**src/rtl/mem_stage_pkg.sv**
```systemverilog
// Shared types for the MEM stage: access-size codes, FSM states, EX/MEM register layout.
// Also holds the alignment rule that both the RTL and the lane steering rely on.
package mem_stage_pkg;

  localparam int WIDTH = 32;

  localparam logic [2:0] LD_B  = 3'b000;
  localparam logic [2:0] LD_H  = 3'b001;
  localparam logic [2:0] LD_W  = 3'b010;
  localparam logic [2:0] LD_BU = 3'b100;
  localparam logic [2:0] LD_HU = 3'b101;

  localparam logic [2:0] ST_B  = 3'b000;
  localparam logic [2:0] ST_H  = 3'b001;
  localparam logic [2:0] ST_W  = 3'b010;

  typedef enum logic [1:0] {
    IDLE,
    REQ,
    WAIT
  } mem_state_t;

  typedef struct packed {
    logic [WIDTH-1:0] alu_result;
    logic [WIDTH-1:0] store_data;
    logic [4:0]       rd;
    logic [2:0]       funct3;
    logic             mem_read;
    logic             mem_write;
    logic             reg_write;
  } ex_mem_t;

  // Low two funct3 bits encode the access size for both loads and stores.
  function automatic logic is_misaligned(input logic [2:0] funct3, input logic [1:0] addr_lo);
    return ((funct3[1:0] == 2'b01) && addr_lo[0]) ||
           ((funct3[1:0] == 2'b10) && (addr_lo != 2'b00));
  endfunction

endpackage

```
**src/rtl/mem_align.sv**
```systemverilog
// Combinational lane steering for stores and lane select / extension for loads, plus access error flag.
// Zero latency; no flow control of its own.
module mem_align
  import mem_stage_pkg::*;
(
  input  logic [2:0]       funct3,
  input  logic             is_load,
  input  logic [1:0]       addr_lo,
  input  logic [WIDTH-1:0] store_data,
  input  logic [WIDTH-1:0] rdata,
  output logic [3:0]       be,
  output logic [WIDTH-1:0] wdata,
  output logic [WIDTH-1:0] load_data,
  output logic             err
);

  logic [WIDTH-1:0] shifted;
  logic             illegal;

  always_comb begin
    be        = 4'b0000;
    wdata     = '0;
    illegal   = 1'b0;
    shifted   = rdata >> {addr_lo, 3'b000};
    load_data = rdata;

    if (is_load) begin
      case (funct3)
        LD_B:    load_data = {{(WIDTH-8){shifted[7]}}, shifted[7:0]};
        LD_H:    load_data = {{(WIDTH-16){shifted[15]}}, shifted[15:0]};
        LD_W:    load_data = rdata;
        LD_BU:   load_data = {{(WIDTH-8){1'b0}}, shifted[7:0]};
        LD_HU:   load_data = {{(WIDTH-16){1'b0}}, shifted[15:0]};
        default: illegal   = 1'b1;
      endcase
    end else begin
      // Data is replicated across every lane so the memory can pick it up with be alone.
      case (funct3)
        ST_B: begin
          be    = 4'b0001 << addr_lo;
          wdata = {4{store_data[7:0]}};
        end
        ST_H: begin
          be    = 4'b0011 << {addr_lo[1], 1'b0};
          wdata = {2{store_data[15:0]}};
        end
        ST_W: begin
          be    = 4'b1111;
          wdata = store_data;
        end
        default: illegal = 1'b1;
      endcase
    end
  end

  assign err = illegal | is_misaligned(funct3, addr_lo);

endmodule

```
**src/rtl/mem_stage.sv**
```systemverilog
// MEM stage: EX/MEM register, req/gnt/rvalid data-memory port, MEM/WB register; 1 cycle EX->WB.
// Stalls upstream while waiting for gnt (stores) or gnt+rvalid (loads); bad accesses retire at once.
module mem_stage
  import mem_stage_pkg::*;
(
  input  logic             clk,
  input  logic             rst,
  input  logic             ex_valid,
  input  logic [WIDTH-1:0] ex_alu_result,
  input  logic [WIDTH-1:0] ex_store_data,
  input  logic [4:0]       ex_rd,
  input  logic [2:0]       ex_funct3,
  input  logic             ex_mem_read,
  input  logic             ex_mem_write,
  input  logic             ex_reg_write,
  output logic             dmem_req,
  output logic             dmem_we,
  output logic [WIDTH-1:0] dmem_addr,
  output logic [3:0]       dmem_be,
  output logic [WIDTH-1:0] dmem_wdata,
  input  logic             dmem_gnt,
  input  logic             dmem_rvalid,
  input  logic [WIDTH-1:0] dmem_rdata,
  output logic             mem_stall,
  output logic [WIDTH-1:0] fwd_from_mem,
  output logic             wb_valid,
  output logic [4:0]       wb_rd,
  output logic             wb_reg_write,
  output logic [WIDTH-1:0] wb_data,
  output logic             wb_mem_err
);

  ex_mem_t          ex_in;
  ex_mem_t          m;
  logic             m_valid;
  mem_state_t       state;
  mem_state_t       state_nxt;
  logic             access;
  logic             err;
  logic             good;
  logic             fsm_done;
  logic             retire;
  logic [3:0]       be;
  logic [WIDTH-1:0] wdata;
  logic [WIDTH-1:0] load_data;

  assign ex_in = '{alu_result: ex_alu_result,
                   store_data: ex_store_data,
                   rd:         ex_rd,
                   funct3:     ex_funct3,
                   mem_read:   ex_mem_read,
                   mem_write:  ex_mem_write,
                   reg_write:  ex_reg_write};

  mem_align u_align (
    .funct3     (m.funct3),
    .is_load    (m.mem_read),
    .addr_lo    (m.alu_result[1:0]),
    .store_data (m.store_data),
    .rdata      (dmem_rdata),
    .be         (be),
    .wdata      (wdata),
    .load_data  (load_data),
    .err        (err)
  );

  assign access = m_valid & (m.mem_read | m.mem_write);
  assign good   = access & ~err;

  always_ff @(posedge clk or posedge rst) begin
    if (rst) state <= IDLE;
    else     state <= state_nxt;
  end

  always_comb begin
    state_nxt = state;
    dmem_req  = 1'b0;
    fsm_done  = 1'b0;
    case (state)
      IDLE, REQ: begin
        if (good) begin
          dmem_req = 1'b1;
          if (dmem_gnt) begin
            state_nxt = m.mem_read ? WAIT : IDLE;
            fsm_done  = ~m.mem_read;
          end else begin
            state_nxt = REQ;
          end
        end
      end
      // Responses are only honoured here; an rvalid seen in IDLE or REQ is dropped.
      WAIT: begin
        if (dmem_rvalid) begin
          fsm_done  = 1'b1;
          state_nxt = IDLE;
        end
      end
      default: state_nxt = IDLE;
    endcase
  end

  assign mem_stall    = good & ~fsm_done;
  assign retire       = m_valid & ~mem_stall;
  assign fwd_from_mem = m.alu_result;

  // Port fields are driven only alongside req, so they read zero between accesses.
  assign dmem_we    = dmem_req & ~m.mem_read;
  assign dmem_addr  = dmem_req ? {m.alu_result[WIDTH-1:2], 2'b00} : '0;
  assign dmem_be    = dmem_req ? be : 4'b0000;
  assign dmem_wdata = dmem_req ? wdata : '0;

  always_ff @(posedge clk or posedge rst) begin
    if (rst) begin
      m       <= '0;
      m_valid <= 1'b0;
    end else if (!mem_stall) begin
      m       <= ex_in;
      m_valid <= ex_valid;
    end
  end

  always_ff @(posedge clk or posedge rst) begin
    if (rst) begin
      wb_valid     <= 1'b0;
      wb_rd        <= '0;
      wb_reg_write <= 1'b0;
      wb_data      <= '0;
      wb_mem_err   <= 1'b0;
    end else begin
      wb_valid     <= retire;
      wb_reg_write <= retire & m.reg_write & ~(access & err);
      wb_mem_err   <= access & err;
      if (retire) begin
        wb_rd   <= m.rd;
        wb_data <= (good & m.mem_read) ? load_data : m.alu_result;
      end
    end
  end

endmodule

```
**config.mk**
```make
export PLATFORM = sky130hd
export DESIGN_NAME = mem_stage
export DESIGN_NICKNAME = d
export VERILOG_FILES = /design/src/rtl/mem_stage_pkg.sv /design/src/rtl/mem_align.sv /design/src/rtl/mem_stage.sv
export SDC_FILE = /design/constraint.sdc
export NUM_CORES = 1
export LEC_CHECK = 0
export CELL_PAD_IN_SITES_DETAIL_PLACEMENT = 0
export CELL_PAD_IN_SITES_GLOBAL_PLACEMENT = 1
export CORE_MARGIN = 2
export CORE_UTILIZATION = 33
export DETAILED_ROUTE_END_ITERATION = 12
export GPL_ROUTABILITY_DRIVEN = 0
export MAX_ROUTING_LAYER = met4
export PLACE_DENSITY_LB_ADDON = 0.1
export SLEW_MARGIN = 20
export SYNTH_ARGS = -nofsm -noshare
export SYNTH_HDL_FRONTEND = slang
export SYNTH_HIERARCHICAL = 1
export SYNTH_SLANG_ARGS = --single-unit
```
**constraint.sdc**
```tcl
create_clock -name clk -period 4.4 [get_ports clk]
set_input_delay 0.44 -clock clk [delete_from_list [all_inputs] [get_ports clk]]
set_output_delay 0.44 -clock clk [all_outputs]
set_load 0.01 [all_outputs]
```
# Yosys cells after proc, flatten, opt, wreduce, memory -nomap -nowiden
# Cells that the tools add are included.
[word_totals] regBits=118 inputBits=112 out_inout_bits=143
[classes] n_eq_ne=10 n_shift=3 muxes=24 bitwise=16 reduce_logical=10
[ops] op="32-bit two-way mux" n=5
[ops] op="32-bit one-hot mux with 4 select lines" n=1
[ops] op="32-bit one-hot mux with 3 select lines" n=1
[ops] op="32-bit by 5-bit >> shifter with 16-bit output" n=1
[ops] op="4-bit one-hot mux with 3 select lines" n=1
[ops] op="1-bit bitwise AND" n=9
[ops] op="1-bit two-way mux" n=8
[ops] op="2-bit two-way mux" n=4
[ops] op="4-bit two-way mux" n=2
[ops] op="3-bit == test, second input constant" n=2
[ops] op="1-bit NOT" n=5
[ops] op="5-bit OR reduction" n=1
[ops] op="2-bit by 1-bit == test with 1-bit output, second input constant" n=2
[ops] op="2-bit == test, second input constant" n=2
[ops] op="2-bit != test, second input constant" n=2
[ops] op="2-bit one-hot mux with 2 select lines" n=1
[ops] op="1-bit by 2-bit << shifter with 4-bit output, first input constant" n=1
[ops] op="2-bit by 2-bit << shifter with 4-bit output, first input constant" n=1
[ops] op="3-bit by 1-bit == test with 1-bit output, second input constant" n=1
[ops] op="3-bit by 2-bit == test with 1-bit output, second input constant" n=1
[ops] op="3-bit logical NOT" n=1
[ops] op="3-bit OR reduction" n=1
[ops] op="1-bit logical AND" n=2
[ops] op="2-bit logical NOT" n=1
[ops] op="other kinds (6)" n=7

# Longest topological paths before layout
# Gate-level depths: netlist (run 1).
[logic_depth] word_depth=15 depth_mapped=11

# Cells and area by module
# The synthesis (run 1) kept the hierarchy.
[by_module_without_submodules] module="mem_stage" instances=1 cells_per_inst=488 area_per_inst_um2=5452.7
[by_module_without_submodules] module="mem_align" instances=1 cells_per_inst=263 area_per_inst_um2=1552.7

# Worst setup path after synthesis (run 1)
# OpenSTA, ideal clock, no wires.
[synth_path] path_type="reg2out" from="reg m (netlist bit fwd_from_mem[0])" to="out dmem_addr[26]" t_arrival_ns=2.411 required_ns=3.960 slack_ns=1.549 path_stages_with_launch=11 path_cell_list="dfrtp_1 > buf_4 > clkbuf_1 > clkbuf_1 > a221oi_1 > nor2_1 > nand2b_4 > nor3_1 > clkbuf_1 > clkbuf_1 > and2_1"
[synth_via] elab_chain_cells=9 word_cells_on_any_way=10
[synth_lines] element="start: declaration" line_no="mem_stage.sv:34" source="ex_mem_t m;"
[synth_lines] element="start signal: assignment" line_no="mem_stage.sv:117" source="m <= ex_in;"
[synth_lines] element="2-bit nonzero test" line_no="mem_stage_pkg.sv:36" source="((funct3[1:0] == 2'b10) && (addr_lo != 2'b00));"
[synth_lines] element="1-bit logical AND" line_no="mem_stage_pkg.sv:36"
[synth_lines] element="1-bit logical OR (*)" line_no="mem_stage_pkg.sv:35" source="return ((funct3[1:0] == 2'b01) && addr_lo[0]) ||"
[synth_lines] element="1-bit bitwise OR (*)" line_no="mem_align.sv:56" source="assign err = illegal | is_misaligned(funct3, addr_lo);"
[synth_lines] element="named net err" line_no="mem_stage.sv:39" source="logic err;"
[synth_lines] element="1-bit NOT (*)" line_no="mem_stage.sv:68" source="assign good = access & ~err;"
[synth_lines] element="1-bit bitwise AND (*)" line_no="mem_stage.sv:68"
[synth_lines] element="1-bit two-way mux (*)" line_no="mem_stage.sv:81" source="if (good) begin"
[synth_lines] element="1-bit two-way mux (*)" line_no="mem_stage.sv:79" source="case (state)"
[synth_lines] element="32-bit two-way mux (*)" line_no="mem_stage.sv:108" source="assign dmem_addr = dmem_req ? {m.alu_result[WIDTH-1:2], 2'b00} : '0;"
[synth_lines] element="end: declaration" line_no="mem_stage.sv:18" source="output logic [WIDTH-1:0] dmem_addr,"
# The timed path passes the listed nets; every way through them passes the cells marked *.

# Final worst setup path (run 1)
[layout_path] from="reg m[2] in the netlist's numbering" to="out dmem_be[2]"
[layout_via] word_cells_on_any_way=10
[layout_rtl] element="4-bit two-way mux" line_no="mem_align.sv:27" source="if (is_load) begin"
[layout_rtl] element="named net be[2]" line_no="mem_stage.sv:43" source="logic [3:0] be;"
[layout_rtl] element="4-bit two-way mux" line_no="mem_stage.sv:109" source="assign dmem_be = dmem_req ? be : 4'b0000;"
[layout_rtl] element="end: declaration" line_no="mem_stage.sv:19" source="output logic [3:0] dmem_be,"
# The timed path passes the listed nets, and every way through them passes these cells.

==> results.cfg, run 1 <==
[die]
initial_core_utilization = 0.334
floorplan.die_area_sq_um = 22400
floorplan.core_area_sq_um = 21000
placementRows = 53
top_level_ports = 255
die_height_microns = 150
die_w_microns = 150

[timing]
tightestPinTransition_ps = 1040
fin_crit_ps = 3500
fin_skew_ps = 10.3
worst_slew_slack_as_a_fraction_of_its_limit = 0.307
setup_total_negative_slack_ps = 0
number_of_hold_violations_in_the_final_report = 0
setup_violations = 0
finalMaxSlewViolations = 0
grt_setup_unrepaired = false
holdWs_ps = 490
share_of_the_clock_period_used_by_the_worst_path_after_layout = 0.796
max_freq_mhz = 285

[cts]
max-clock-path-buffers = 2
cts_htree_levels = 4
clockRootBuffer = sky130_fd_sc_hd__clkbuf_16
cts_buffers = 17
cts-resized-gates = 0
cts.reportedPaths.clkPinSlew_ps = 60
ctsHoldBuffers = 0
tritoncts = built
postCtsSetupRepairBufs = 0
tritoncts_num_sinks = 118
worst_skew_late_latency_ps = 410

[routing]
wl_microns = 22100
drcViolationCount = 0
routedWlPerCell_microns = 17.9
via_count = 6088
drt_iter0_drc = 323
antenna_left = 0
drt_pre_antenna_iters = 5
viasPerCell = 4.94

[worst_setup_path]
type_of_the_worst_setup_path = reg2out
timing.critical_path.slowest_cell_delay_ps = 710
worst_ep_required_time_ps = 3960
end_kind = output pin
crit_path_dat_ps = 3060
cp_slowest_cell = sky130_fd_sc_hd__a21oi_1
critPathLaunchType = register
cp_cell_sequence = or2_1 > buf_4 > a21oi_1 > nor2b_1 > and2_1 > clkdlybuf4s50_1
crit_path_max_fanout = 25

[synthesis]
post_synth_inst_count = 751
synth_enable_flop_cells = 0
yosysWarnings = 6
ys_seq_area_frac = 0.422
post-synth-top-area-fraction = 0.422
synth.distinct_cells = 45
synthesis.area_per_instance_sq_um = 9.33
most_instantiated_library_cell_after_synthesis = sky130_fd_sc_hd__dfrtp_1
synth.largest_area_cell = sky130_fd_sc_hd__dfrtp_1
synth.top_cells.by_area = sky130_fd_sc_hd__dfrtp_1 (42%), sky130_fd_sc_hd__mux2_2 (9.3%), sky130_fd_sc_hd__and2_1 (6.8%)
count_of_state_elements_after_synthesis = 118
synthFlopType = sky130_fd_sc_hd__dfrtp_1
yosys-top-cells-count = sky130_fd_sc_hd__dfrtp_1 (118), sky130_fd_sc_hd__nand2_1 (107), sky130_fd_sc_hd__and2_1 (76)
syn_area_sq_um = 7010
synth_async_sr_flop_share = 1.00

[power_and_ir_drop]
irDropWorstVdd_mv = 0.220
p_leak_nw = 3.99
pwr_density_cell_nw_per_um2 = 426

[final_layout]
finish.instance_area_sq_um = 10100
post_layout_nonfiller_instances = 1233
layout_overhead_on_the_synthesized_area_pct = 44.1
finish.net_count = 1057
share_of_final_layout_standard_cells_stronger_than_drive_strength_1 = 0.126

[global_route]
via_count_of_the_first_global_routing_pass = 6212
antenna_found_initial = 1
grt_max_degree = 77
wire_length_of_the_first_global_routing_pass_microns = 34200
overflow = 0
grt_util_all_layers = 0.204

[run]
drv.max_cap_violation_count = 0

[outcome]
run_status = completed

[place]
detailed_place.area_sq_um = 9480
place.detailed.hpwl_microns = 15900
placedCellCount = 1201
port_buffers = 252

[worst_hold_path]
hold_class = reg2reg
## report_power, final
| part | switching, mW | internal, mW | total [mW] |
|---|---|---|---|
| combinational | 0.668 | 0.743 | 1.41 |
| clock | 0.516 | 0.918 | 1.43 |
| sequential | 0.154 | 1.30 | 1.46 |
## critical path: cells and delay by family, from the launching register on
family | cells | cell delay (ps)
compound gates | 1 | 710
buf+inv | 2 | 790
flops | 1 | 480
simple gates | 3 | 650
## per-stage QoR
| stage | utilization | power, mW | worst slack (ps) |
|---|---|---|---|
| 5_1_grt | 0.482 | 4.54 | 711 |
| 6_report | 0.482 | 4.30 | 897 |
| 3_3_place_gp | 0.452 | 2.88 | 1290 |
| 4_1_cts | 0.481 | 4.36 | 852 |
| 2_1_floorplan | - | 2.24 | 831 |
| 3_5_place_dp | 0.452 | 2.91 | 1320 |
## layout make-up
cell class | instances | area (sq um)
clock inverter | 11 | 150
timing repair buffer | 269 | 2650
multi-input combinational | 533 | 3510
sequential | 118 | 2950
antenna | 1 | 2.50
clock buffer | 20 | 457
tap | 275 | 344
inverter | 6 | 25.0
fill | 2033 | 10900
## layer usage
layer / vias to the layer above / wire, microns / track usage
li1: 2924 / - / -
met1: 2967 / 9670 / 0.257
met2: 180 / 10700 / 0.324
met3: 17 / 1500 / 0.0540
met4: 0 / 280 / 0.0557
met5: - / 0 / -
## kinds of logic after synthesis
family,share of synthesized area
mux,0.166
flops,0.422
other cells,0.000535
compound gates,0.118
simple gates,0.212
buf+inv,0.0814
## path summary, 6_finish.rpt
kind	endpoint	slack [ps]	from	cells after the start
worst min register to register	m[6]	490	m[6]	1
worst max-delay path	dmem_be[2]	900	m[2]	6
worst max register to register	wb_data[8]	1610	fwd_from_mem[1]	8
min in group asynchronous	wb_rd[0]	550	rst	2
max in group asynchronous	m[23]	2890	rst	3
worst min-delay path	m[6]	490	m[6]	1
## state kept, by name (all words and copies together), names as in the netlist
signal / flops
wb_data: 32
m_valid: 1
wb_rd: 5
state: 2
wb_valid: 1
wb_reg_write: 1
wb_mem_err: 1
m: 43
fwd_from_mem: 32
## placed cells by master, fill, tap and decap left out, types with 2 or more instances in the layout
master                            count
sky130_fd_sc_hd__nand3b_1             8
sky130_fd_sc_hd__o21ai_1             15
sky130_fd_sc_hd__inv_1                5
sky130_fd_sc_hd__dfrtp_1            117
sky130_fd_sc_hd__or2_1               11
sky130_fd_sc_hd__nor3_1              32
sky130_fd_sc_hd__nand2_1            107
sky130_fd_sc_hd__nor4_1               2
sky130_fd_sc_hd__nor2_1              18
sky130_fd_sc_hd__o22ai_1              2
sky130_fd_sc_hd__clkbuf_8             2
sky130_fd_sc_hd__mux2i_1             16
sky130_fd_sc_hd__clkbuf_16           17
sky130_fd_sc_hd__o21a_1               6
sky130_fd_sc_hd__a21oi_4              2
sky130_fd_sc_hd__a21oi_1             54
sky130_fd_sc_hd__mux2_2              58
sky130_fd_sc_hd__buf_4               17
sky130_fd_sc_hd__a31oi_1             39
sky130_fd_sc_hd__o21ai_0              8
sky130_fd_sc_hd__clkinvlp_4           5
sky130_fd_sc_hd__nor2b_1             20
sky130_fd_sc_hd__a22oi_1              7
sky130_fd_sc_hd__clkdlybuf4s50_1    252
sky130_fd_sc_hd__conb_1               2
sky130_fd_sc_hd__and2_1              75
sky130_fd_sc_hd__bufinv_16            3
sky130_fd_sc_hd__nand2b_1             4
sky130_fd_sc_hd__mux2_1              28
(Power assumes the default switching activity.)
==> run 2: changes to the inputs <==
==> constraint.sdc (replaced) <==
create_clock -name clk -period 3.3 [get_ports clk]
set_input_delay 0.33 -clock clk [delete_from_list [all_inputs] [get_ports clk]]
set_output_delay 0.33 -clock clk [all_outputs]
set_load 0.01 [all_outputs]
==> run 2 against run 1 <==
Final area increased by 0.37%. Final cell count increased by 0.49%. Via count increased by 0.46%. Core utilization increased by 0.18 points. Sequential share of layout area decreased by 0.11 points. Setup slack got worse by 690 ps. Critical endpoint is now dmem_be[3]. Largest cell class unchanged.
==> results.cfg, run 2 (synthesis gave the netlist of run 1 again) <==
[outcome]
run_status = completed

[worst_setup_path]
worst_ep_required_time_ps = 2970
reg2reg_depth = 7
crit_path_max_fanout = 51
reg2reg_setup_slack_ps = 980
critPathLaunchType = register
critical_path.reg2reg.endpoint = wb_data[26]
worst_r2r_startpoint = fwd_from_mem[0]
end_kind = output pin
crit_path_dat_ps = 2760
type_of_the_worst_setup_path = reg2out

[die]
floorplan.die_area_sq_um = 22400
die_height_microns = 150
die_w_microns = 150
top_level_ports = 255
initial_core_utilization = 0.334
floorplan.core_area_sq_um = 21000
placementRows = 53

[final_layout]
largest_register_ff_count = 43
final_cell_mix = sky130_fd_sc_hd__clkdlybuf4s50_1 (252), sky130_fd_sc_hd__dfrtp_1 (117), sky130_fd_sc_hd__nand2_1 (107)
layout_overhead_on_the_synthesized_area_pct = 44.6
fillcell_total = 2042
share_of_final_layout_standard_cells_stronger_than_drive_strength_1 = 0.129
post_layout_nonfiller_instances = 1239
final-seq-area_sq_um = 2950
max_flop_register = m
finish.net_count = 1061
total_area_of_multi_input_combinational_cells_sq_um = 3510
layout_commonest_cell = sky130_fd_sc_hd__clkdlybuf4s50_1

[power_and_ir_drop]
total_power_mw = 5.67
p_leak_nw = 4.01
pwr_density_cell_nw_per_um2 = 560
irDropWorstVdd_mv = 0.313

[cts]
tritoncts_num_sinks = 118
postCtsSetupRepairBufs = 0
tritoncts = built
clockRootBuffer = sky130_fd_sc_hd__clkbuf_16
ctsHoldBuffers = 0
cts_htree_levels = 4
worst_skew_late_latency_ps = 420
cts.reportedPaths.clkPinSlew_ps = 60
cts-resized-gates = 0
cts_buffers = 17
max-clock-path-buffers = 2

[place]
port_buffers = 252
place.detailed.hpwl_microns = 15900
placedCellCount = 1205

[routing]
drt_iter0_drc = 278
routedWlPerCell_microns = 17.7
antenna_left = 0
drt_pre_antenna_iters = 4
via_count = 6116
wl_microns = 21900
viasPerCell = 4.94
drcViolationCount = 0

[timing]
share_of_the_clock_period_used_by_the_worst_path_after_layout = 0.936
setup_violations = 0
tightestPinTransition_ps = 742
finalMaxSlewViolations = 0
fin_skew_ps = 11.9
fin_crit_ps = 3090
setup_total_negative_slack_ps = 0
max_freq_mhz = 324
grt_setup_unrepaired = true
worst_slew_slack_as_a_fraction_of_its_limit = 0.505
number_of_hold_violations_in_the_final_report = 0

[worst_hold_path]
hold_class = in2async

[global_route]
via_count_of_the_first_global_routing_pass = 6259
grt_max_degree = 119
wire_length_of_the_first_global_routing_pass_microns = 34500
antenna_found_initial = 3
overflow = 0
grt_util_all_layers = 0.205

[run]
drv.max_cap_violation_count = 0
==> run 2: through the flow <==
step | instance area, sq um | setup WS (ps) | utilization | hold WS, ps
after floorplan | 7010 | 559 | - | 420
after global placement | 9530 | 627 | 0.455 | 468
after detailed placement | 9530 | 549 | 0.455 | 478
after CTS | 10100 | 89.3 | 0.482 | 474
after global routing | 10100 | -15.5 | 0.483 | 494
final | 10100 | 210 | 0.483 | 435
==> run 2: where the power goes <==
group | switching (mW) | internal, mW | total [mW] | leakage [nW]
Clock | 0.690 | 1.15 | 1.84 | 0.278
Combinational | 0.899 | 1.00 | 1.90 | 2.37
Sequential | 0.198 | 1.74 | 1.93 | 1.36
Total | 1.79 | 3.89 | 5.67 | 4.01
==> run 2: area by class of cell <==
cell class | instances | area share
Inverter | 6 | 0.00259
Timing Repair Buffer | 273 | 0.267
Antenna cell | 3 | 0.000741
Tap cell | 275 | 0.0340
Clock inverter | 11 | 0.0126
Clock buffer | 20 | 0.0451
Sequential cell | 118 | 0.292
Multi-Input combinational cell | 533 | 0.346
==> run 2: how the worst max path moves through the flow <==
stage / start / endpoint / slack, ps / depth (start not counted)
CTS: m[5] / dmem_wdata[25] / 90 / 7
global route: m[5] / dmem_addr[17] / -20 / 7
finish: m[5] / dmem_be[3] / 210 / 7
detailed placement: m[5] / dmem_addr[24] / 550 / 7
global placement: m[5] / dmem_wdata[25] / 630 / 7
floorplan: fwd_from_mem[0] / dmem_addr[26] / 560 / 10
==> run 2: layer usage <==
layer	routed length (microns)	track usage	vias up
li1	-	-	2938
met1	9690	0.258	2967
met2	10500	0.328	193
met3	1490	0.0549	18
met4	273	0.0514	0
met5	0	-	-
==> run 2: critical path, cell delays in order, from the launching register on <==
cell and delay, ps:
sky130_fd_sc_hd__dfrtp_1 440, sky130_fd_sc_hd__a221oi_1 320, sky130_fd_sc_hd__nor2_1 160, sky130_fd_sc_hd__nand2b_4 190
sky130_fd_sc_hd__nor3_2 260, sky130_fd_sc_hd__buf_12 230, sky130_fd_sc_hd__and2_1 160, sky130_fd_sc_hd__clkdlybuf4s50_1 560
==> run 3: changes to the inputs <==
--- a/config.mk
+++ b/config.mk
@@ -5,6 +5,7 @@
 export SDC_FILE = /design/constraint.sdc
 export NUM_CORES = 1
 export LEC_CHECK = 0
+export CAP_MARGIN = 30
 export CELL_PAD_IN_SITES_DETAIL_PLACEMENT = 0
 export CELL_PAD_IN_SITES_GLOBAL_PLACEMENT = 1
 export CORE_MARGIN = 2
@@ -13,6 +14,7 @@
 export GPL_ROUTABILITY_DRIVEN = 0
 export MAX_ROUTING_LAYER = met4
 export PLACE_DENSITY_LB_ADDON = 0.1
+export RECOVER_POWER = 100
 export SLEW_MARGIN = 20
 export SYNTH_ARGS = -nofsm -noshare
 export SYNTH_HDL_FRONTEND = slang
==> run 3 against run 2 <==
The flow now finishes with violations (capacitance limit, slew limit). Via count fell by 0.57%. First-iteration DRC count fell by 2.5%. Register-to-register slack lost 660 ps. Critical endpoint unchanged.
==> results.cfg, run 3 (synthesis gave the netlist of run 1 again) <==
[outcome]
run_status = finished, violations left
violations = capacitance limit, slew limit

[worst_hold_path]
min_to = m[6]
hold_class = reg2reg
hold_path.startpoint = m[6]
min_path_cells = 1

[final_layout]
layout_overhead_on_the_synthesized_area_pct = 43.8
fillcell_total = 2053
share_of_final_layout_standard_cells_stronger_than_drive_strength_1 = 0.126
final_cell_mix = sky130_fd_sc_hd__clkdlybuf4s50_1 (179), sky130_fd_sc_hd__dfrtp_1 (117), sky130_fd_sc_hd__nand2_1 (107)
max_flop_register = m
layout_commonest_cell = sky130_fd_sc_hd__clkdlybuf4s50_1
finish.net_count = 1061
largest_register_ff_count = 43
post_layout_nonfiller_instances = 1239
finish.instance_area_sq_um = 10100

[timing]
finalMaxSlewViolations = 119
tightestPinTransition_ps = 1660
max_freq_mhz = 324
share_of_the_clock_period_used_by_the_worst_path_after_layout = 0.936
setup_violations = 0
worst_slew_slack_as_a_fraction_of_its_limit = -0.107
grt_setup_unrepaired = true
fin_crit_ps = 3090
holdWs_ps = 489
fin_skew_ps = 12.0
number_of_hold_violations_in_the_final_report = 0

[cts]
max-clock-path-buffers = 2
clockRootBuffer = sky130_fd_sc_hd__clkbuf_16
worst_skew_late_latency_ps = 420
ctsHoldBuffers = 0
tritoncts_num_sinks = 118
cts_htree_levels = 4
tritoncts = built
cts_buffers = 17
postCtsSetupRepairBufs = 0
cts-resized-gates = 0
cts.reportedPaths.clkPinSlew_ps = 60

[power_and_ir_drop]
register_share_of_total_power = 0.346
irDropWorstVdd_mv = 0.308
internal_power_mw = 3.80
switching_power_mw = 1.77
switching_share = 0.318
clock_share_of_power = 0.330
total_power_mw = 5.57
p_leak_nw = 4.01
combPwrFrac = 0.325
pwr_density_cell_nw_per_um2 = 553

[worst_setup_path]
crit_path_dat_ps = 2760
critical_path.reg2reg.endpoint = wb_data[26]
worst_ep_required_time_ps = 2970
cp_cell_sequence = a221oi_1 > nor2_1 > nand2b_4 > nor3_2 > buf_12 > and2_1 > clkdlybuf4s50_1
crit_path_max_fanout = 51
type_of_the_worst_setup_path = reg2out
worst_r2r_startpoint = fwd_from_mem[0]
worst_path_dominant_cell_family = buffers and inverters
setup.worst_path.start = m[5]
end_kind = output pin
critical_path.n_buffers_inverters = 2
critPathLaunchType = register
reg2reg_depth = 7
cp_slowest_cell = sky130_fd_sc_hd__clkdlybuf4s50_1
timing.critical_path.slowest_cell_delay_ps = 560
reg2reg_setup_slack_ps = 320

[global_route]
via_count_of_the_first_global_routing_pass = 6259
grt_max_degree = 119
wire_length_of_the_first_global_routing_pass_microns = 34500
antenna_found_initial = 3
overflow = 0
grt_util_all_layers = 0.205

[run]
drv.max_cap_violation_count = 1

[routing]
drt_pre_antenna_iters = 4
drcViolationCount = 0
routedWlPerCell_microns = 17.7
viasPerCell = 4.91
antenna_left = 0
wl_microns = 21900
via_count = 6081
drt_iter0_drc = 271

[place]
placedCellCount = 1205
port_buffers = 252
place.detailed.hpwl_microns = 15900
detailed_place.area_sq_um = 9530

[die]
initial_core_utilization = 0.334
floorplan.die_area_sq_um = 22400
die_w_microns = 150
die_height_microns = 150
placementRows = 53
floorplan.core_area_sq_um = 21000
top_level_ports = 255
run 3: cell types whose count changed in the layout (fill, tap and decap cells not counted), moves of 2 or more:
cell,before,now
sky130_fd_sc_hd__dlygate4sd3_1,0,73
sky130_fd_sc_hd__buf_4,19,12
sky130_fd_sc_hd__clkbuf_1,1,3
sky130_fd_sc_hd__clkdlybuf4s50_1,252,179
sky130_fd_sc_hd__clkbuf_2,0,5
run 3: final cells by class:
class / instances / area (sq um) / share of cell area
multi-input combinational: 533 / 3490 / 0.346
sequential: 118 / 2950 / 0.293
timing repair buffer: 273 / 2670 / 0.265
clock buffer: 20 / 457 / 0.0453
tap: 275 / 344 / 0.0341
clock inverter: 11 / 128 / 0.0127
inverter: 6 / 26.3 / 0.00261
antenna: 3 / 7.51 / 0.000745
run 3: through the flow:
step           utilization  worst slack, ps  TNS (ps)
2_1_floorplan            -              559         0
3_3_place_gp         0.455              627         0
3_5_place_dp         0.455              549         0
4_1_cts              0.482             89.3         0
5_1_grt              0.481            -15.5     -59.3
6_report             0.481              212         0
run 3: worst max path at each step:
stage,endpoint,cells after the start,slack (ps)
after floorplan,dmem_addr[26],10,560
after CTS,dmem_wdata[25],7,90
final,dmem_be[3],7,210
after global placement,dmem_wdata[25],7,630
after global routing,dmem_addr[17],7,-20
after detailed placement,dmem_addr[24],7,550
run 3: power groups by stage:
stage                     logic (mW)  registers (mW)  clock network (mW)
after floorplan                0.984            2.00                   0
after global placement          1.89            1.95                   0
after detailed placement        1.92            1.96                   0
after CTS                       1.93            1.94                1.88
after global routing            1.98            1.97                1.95
final                           1.81            1.92                1.84
run 3: worst reg2reg max path, cell delays in order, from the launching register on:
cell                       delay [ps]
sky130_fd_sc_hd__dfrtp_2          420
sky130_fd_sc_hd__clkbuf_2         740
sky130_fd_sc_hd__mux2i_1          580
sky130_fd_sc_hd__o221ai_2         190
sky130_fd_sc_hd__a21oi_2          540
sky130_fd_sc_hd__a21oi_1          120
sky130_fd_sc_hd__nand2_1          120
sky130_fd_sc_hd__a31oi_1           90
run 3: metal layers:
| layer | vias to the layer above | GRT usage | share of wire |
|---|---|---|---|
| li1 | 2939 | - | - |
| met4 | 0 | 0.0514 | 0.012 |
| met1 | 2940 | 0.258 | 0.45 |
| met2 | 186 | 0.328 | 0.48 |
| met3 | 16 | 0.0549 | 0.065 |
| met5 | - | - | 0 |
